## config.mk

```make
export PLATFORM = sky130hd
export DESIGN_NAME = pipe_stage_reg
export DESIGN_NICKNAME = d
export VERILOG_FILES = /design/src/rtl/pipe_pkg.sv /design/src/rtl/pipe_perf_cnt.sv /design/src/rtl/pipe_stage_reg.sv
export SDC_FILE = /design/constraint.sdc
export NUM_CORES = 1
export LEC_CHECK = 0
export ABC_CLOCK_PERIOD_IN_PS = 8000
export BUFFER_PORTS_ARGS = -buffer_cell sky130_fd_sc_hd__buf_4
export CAP_MARGIN = 20
export CORE_AREA = 2 2 151 153
export CTS_CLUSTER_SIZE = 8
export DETAILED_ROUTE_END_ITERATION = 8
export DIE_AREA = 0 0 153 155
export PLACE_DENSITY = 0.76
export SYNTH_ARGS = -nofsm -noshare
export SYNTH_HDL_FRONTEND = slang
export SYNTH_SLANG_ARGS = --single-unit
```

## constraint.sdc

```tcl
create_clock -name clk -period 8 [get_ports clk]
set_input_delay 1.6 -clock clk [delete_from_list [all_inputs] [get_ports clk]]
set_output_delay 1.6 -clock clk [all_outputs]
set_load 0.01 [all_outputs]
```

## src/rtl/pipe_pkg.sv

```systemverilog
// Shared definitions for the generic pipeline-stage register: default widths,
// the write-back control bundle layout and the all-zero bubble encoding.
package pipe_pkg;

   localparam int unsigned XLEN         = 32;
   localparam int unsigned REG_ADDR_W   = 5;
   localparam int unsigned RESULT_SRC_W = 2;

   localparam int unsigned DATA_W_DEF = 96;
   localparam int unsigned CTRL_W_DEF = 8;
   localparam int unsigned CNT_W_DEF  = 32;

   typedef enum logic [1:0] {
      StageIfId,
      StageIdEx,
      StageExMem,
      StageMemWb
   } stage_e;

   // Control bundle carried from ID onward; the MSB gates register-file writes.
   typedef struct packed {
      logic                    reg_write;
      logic [RESULT_SRC_W-1:0] result_src;
      logic [REG_ADDR_W-1:0]   rd;
   } wb_ctrl_t;

   localparam int unsigned WB_CTRL_W          = $bits(wb_ctrl_t);
   localparam int unsigned CTRL_RD_LSB        = 0;
   localparam int unsigned CTRL_RESULT_SRC_LSB = REG_ADDR_W;
   localparam int unsigned CTRL_REG_WRITE_BIT  = REG_ADDR_W + RESULT_SRC_W;

   localparam logic [WB_CTRL_W-1:0] CTRL_BUBBLE = '0;

endpackage

```

## src/rtl/pipe_perf_cnt.sv

```systemverilog
// Saturating event counter with enable; holds at all-ones once reached.
module pipe_perf_cnt #(
   parameter int unsigned W = 32
) (
   input  logic         clk,
   input  logic         rst,
   input  logic         en,
   output logic [W-1:0] cnt
);

   logic [W-1:0] cnt_q, cnt_d;

   always_comb begin
      cnt_d = cnt_q;
      if (en && (cnt_q != '1)) begin
         cnt_d = cnt_q + W'(1);
      end
   end

   always_ff @(posedge clk or posedge rst) begin
      if (rst) begin
         cnt_q <= '0;
      end else begin
         cnt_q <= cnt_d;
      end
   end

   assign cnt = cnt_q;

endmodule

```

## src/rtl/pipe_stage_reg.sv

```systemverilog
// Generic valid/ready pipeline-stage register with flush and optional skid slot.
// Performance counters are built only when PIPE_STAGE_PERF_EN is defined.
module pipe_stage_reg
   import pipe_pkg::*;
#(
   parameter int unsigned DATA_W = DATA_W_DEF,
   parameter int unsigned CTRL_W = CTRL_W_DEF,
   parameter int unsigned SKID   = 1,
   parameter int unsigned CNT_W  = CNT_W_DEF
) (
   input  logic              clk,
   input  logic              rst,
   input  logic              in_valid,
   output logic              in_ready,
   input  logic [DATA_W-1:0] in_data,
   input  logic [CTRL_W-1:0] in_ctrl,
   input  logic              flush,
   output logic              out_valid,
   input  logic              out_ready,
   output logic [DATA_W-1:0] out_data,
   output logic [CTRL_W-1:0] out_ctrl,
   output logic [CNT_W-1:0]  stall_cnt,
   output logic [CNT_W-1:0]  bubble_cnt
);

   localparam logic [CTRL_W-1:0] CtrlBubble = CTRL_W'(CTRL_BUBBLE);

   logic              main_valid_q, main_valid_d;
   logic [DATA_W-1:0] main_data_q, main_data_d;
   logic [CTRL_W-1:0] main_ctrl_q, main_ctrl_d;
   logic              accept;

   assign accept = in_valid & in_ready;

   generate
      if (SKID != 0) begin : g_skid
         logic              skid_valid_q, skid_valid_d;
         logic [DATA_W-1:0] skid_data_q, skid_data_d;
         logic [CTRL_W-1:0] skid_ctrl_q, skid_ctrl_d;
         logic              ready_q;

         always_comb begin
            main_valid_d = main_valid_q;
            main_data_d  = main_data_q;
            main_ctrl_d  = main_ctrl_q;
            skid_valid_d = skid_valid_q;
            skid_data_d  = skid_data_q;
            skid_ctrl_d  = skid_ctrl_q;
            if (flush) begin
               main_valid_d = 1'b0;
               main_ctrl_d  = CtrlBubble;
               skid_valid_d = 1'b0;
               skid_ctrl_d  = CtrlBubble;
            end else if (!main_valid_q || out_ready) begin
               // Skid is older than any input beat; in_ready is low while it is full.
               if (skid_valid_q) begin
                  main_valid_d = 1'b1;
                  main_data_d  = skid_data_q;
                  main_ctrl_d  = skid_ctrl_q;
                  skid_valid_d = 1'b0;
                  skid_ctrl_d  = CtrlBubble;
               end else if (accept) begin
                  main_valid_d = 1'b1;
                  main_data_d  = in_data;
                  main_ctrl_d  = in_ctrl;
               end else begin
                  main_valid_d = 1'b0;
                  main_ctrl_d  = CtrlBubble;
               end
            end else if (accept) begin
               skid_valid_d = 1'b1;
               skid_data_d  = in_data;
               skid_ctrl_d  = in_ctrl;
            end
         end

         always_ff @(posedge clk or posedge rst) begin
            if (rst) begin
               skid_valid_q <= 1'b0;
               skid_data_q  <= '0;
               skid_ctrl_q  <= '0;
               ready_q      <= 1'b0;
            end else begin
               skid_valid_q <= skid_valid_d;
               skid_data_q  <= skid_data_d;
               skid_ctrl_q  <= skid_ctrl_d;
               ready_q      <= ~skid_valid_d;
            end
         end

         assign in_ready = ready_q;
      end else begin : g_noskid
         logic alive_q;

         always_comb begin
            main_valid_d = main_valid_q;
            main_data_d  = main_data_q;
            main_ctrl_d  = main_ctrl_q;
            if (flush) begin
               main_valid_d = 1'b0;
               main_ctrl_d  = CtrlBubble;
            end else if (accept) begin
               main_valid_d = 1'b1;
               main_data_d  = in_data;
               main_ctrl_d  = in_ctrl;
            end else if (main_valid_q && out_ready) begin
               main_valid_d = 1'b0;
               main_ctrl_d  = CtrlBubble;
            end
         end

         // Keeps in_ready low while rst is high and until the first clock after it.
         always_ff @(posedge clk or posedge rst) begin
            if (rst) begin
               alive_q <= 1'b0;
            end else begin
               alive_q <= 1'b1;
            end
         end

         assign in_ready = alive_q & (out_ready | ~main_valid_q);
      end
   endgenerate

   always_ff @(posedge clk or posedge rst) begin
      if (rst) begin
         main_valid_q <= 1'b0;
         main_data_q  <= '0;
         main_ctrl_q  <= '0;
      end else begin
         main_valid_q <= main_valid_d;
         main_data_q  <= main_data_d;
         main_ctrl_q  <= main_ctrl_d;
      end
   end

   assign out_valid = main_valid_q;
   assign out_data  = main_data_q;
   assign out_ctrl  = main_ctrl_q;

`ifdef PIPE_STAGE_PERF_EN
   pipe_perf_cnt #(
      .W(CNT_W)
   ) u_stall_cnt (
      .clk(clk),
      .rst(rst),
      .en (main_valid_q & ~out_ready),
      .cnt(stall_cnt)
   );

   pipe_perf_cnt #(
      .W(CNT_W)
   ) u_bubble_cnt (
      .clk(clk),
      .rst(rst),
      .en (~main_valid_q),
      .cnt(bubble_cnt)
   );
`else
   assign stall_cnt  = '0;
   assign bubble_cnt = '0;
`endif

endmodule

```

==> out/results.ini <==
[drt]
wl_met2_um = 8930
wire_per_inst_um = 17.0
routed_wl_um = 19500
drc = 0
wl_met1_um = 8590
wl_met3_um = 1590
ant_nets = 0
vias = 5650
dr.pass1.iters = 4
drt_iter0_markers = 173
highest_layer = met4
via_per_inst = 4.92

[final_layout]
n_antenna_cell = 0
layout_common_cells = mux2_2 (236), buf_4 (221), dfrtp_1 (210)
fillers = 1885
fin_nets = 971
drive_gt1_frac = 0.572
layout_commonest_cell = mux2_2
syn_to_final_growth_pct = 24.5

[clocking]
cts_buffer_depth = 3
cts.sink_count = 211
cts_repair_resize_count = 0
path_clk_slew_ns = 0.05
hold_buffers = 0
clock-root-buffer = clkbuf_16
cts_tree = done
htreeDepth = 1
insertion_delay_ns = 0.52
numCtsBuffers = 30
cts_setup_buffers = 0

[setup_path]
crit_type = in -> reg
slowest_delay_ns = 0.82
crit_path_cell_trace = buf_4 > nor3b_4 > and3_4 > buf_4 > mux2_2
crit_slowest_cell = buf_4
cp_data_required_time_ns = 8.41
crit_path_end_kind = flop
cp.arrival_ns = 4.13
path_buf_inv = 2
path_max_fanout = 64
cpMostUsedCell = buf_4
cp_top_family = simple AND/OR/NAND/NOR gates
critPathLaunchType = input port

[sta]
setup_slack_ns = 4.27
worstMarginPinSlew_ns = 0.881
hold_viol = 0
fmax_ghz = 0.268
drv_slew = 0
relSlewSlack = 0.412
setup_viol = 0
fin_tns_setup_ns = 0
rsz0062_at_grt = false
fin_skew_ns = 0.00830
min_period_ns = 3.73
fin_crit_sh = 0.466

[logic_synthesis]
ys_seq_area_frac = 0.551
synthCells = 644
async_flop_share = 1.00
synth-edff-count = 0
synthFlopType = dfrtp_1
ys_ff_latch = 211
syn_area_um2 = 9580
syn_area_per_cell_um2 = 14.9
yosys_warnings = 0
synth.distinct_cells = 27

[flow_run]
max-cap-violations = 0

[floorplan]
ioPinCount = 279
core_area_um2 = 22200
die_area_um2 = 23700
die_w_um = 153
start_util = 0.431
die_h_um = 155
rows = 55

[power_and_ir_drop]
ir_worst_vdd_v = 0.000269
power_density_nw_per_um2 = 260
leakage_nw = 5.46

[run_status]
status = complete, no violations

[place]
port-buffer-count = 214
hpwl_um = 12600
gp_congestion = 0.718
pre_cts_slack_ns = 3.66

[grt]
grt_use_total = 0.162
antenna_found_initial = 0
grt_pass1_vias = 5846
grt-ovfl-total = 0
grt_max_degree = 107
grt_pass1_wl_um = 31300

[worst_hold_path]
hp-class = reg -> reg

[worst paths after layout]
| kind | start | end | slack (ns) | cells past startpoint |
|---|---|---|---|---|
| min in group asynchronous | rst | g_skid.skid_data_q[43]$_DFFE_PP0P_ | 1.22 | 2 |
| worst min-delay path | g_skid.skid_data_q[37]$_DFFE_PP0P_ | g_skid.skid_data_q[37]$_DFFE_PP0P_ | 0.48 | 1 |
| worst max register to register | out_valid$_DFFE_PP0P_ | g_skid.skid_data_q[82]$_DFFE_PP0P_ | 5.07 | 4 |
| worst min register to register | g_skid.skid_data_q[37]$_DFFE_PP0P_ | g_skid.skid_data_q[37]$_DFFE_PP0P_ | 0.48 | 1 |
| worst max-delay path | flush | g_skid.skid_data_q[82]$_DFFE_PP0P_ | 4.27 | 5 |
| max in group asynchronous | rst | g_skid.skid_data_q[26]$_DFFE_PP0P_ | 5.53 | 3 |
[metrics by stage]
stage          instances  utilization  total power (W)  hold WS, ns  area (um^2)
2_1_floorplan        707            -          0.00175        0.452         9820
3_3_place_gp        1115        0.500          0.00198        0.462        11100
3_5_place_dp        1115        0.500          0.00200        0.468        11100
4_1_cts             1148        0.537          0.00316        0.479        11900
5_1_grt             1148        0.537          0.00327        0.496        11900
6_report            1148        0.537          0.00311        0.478        11900
[sequential cells by signal, indices dropped and copies added, names as in the netlist]
| signal | flops |
|---|---|
| out_ctrl | 8 |
| out_valid | 1 |
| g_skid.skid_valid_q | 1 |
| g_skid.skid_data_q | 96 |
| in_ready | 1 |
| g_skid.skid_ctrl_q | 8 |
| out_data | 96 |
[synth_stat cells, types with 2 or more instances]
cell	number	share of area
mux2_2	236	0.28
dfrtp_1	211	0.55
buf_4	73	0.057
mux2_1	52	0.061
buf_2	9	0.0047
a22o_1	8	0.0073
mux2i_1	7	0.0073
nand2_1	7	0.0027
o21ai_0	7	0.0037
clkbuf_1	6	0.0024
buf_8	5	0.0078
a21oi_1	3	0.0016
buf_1	3	0.0012
a211oi_1	2	0.0016
inv_1	2	0.00078
nand2b_1	2	0.0013
[power breakdown]
part           total (W)  switching [W]  internal [W]
clock            0.00112       0.000421      0.000703
sequential       0.00141       0.000113       0.00130
combinational   0.000571       0.000228      0.000343
[cell type report]
type	count	area, um^2	area share
Clock buffer	32	779	0.0653
Inverter	2	15.0	0.00126
Tap cell	285	357	0.0299
Multi-Input combinational cell	396	3810	0.319
Timing Repair Buffer	221	1660	0.139
Sequential cell	211	5280	0.443
Clock inverter	1	30.0	0.00252
[cell families after synthesis]
family | Yosys count | share of synthesized area
mux | 295 | 0.346
flops | 211 | 0.551
buf+inv | 100 | 0.0773
compound gates | 20 | 0.0141
simple gates | 17 | 0.0114
other cells | 1 | 0.000391
[per-layer routing]
metal,GRT usage,vias up
met3,0.0543,32
met2,0.255,196
met1,0.216,2840
met5,0,-
li1,-,2582
met4,0.0437,0
(Power assumes the default switching activity.)
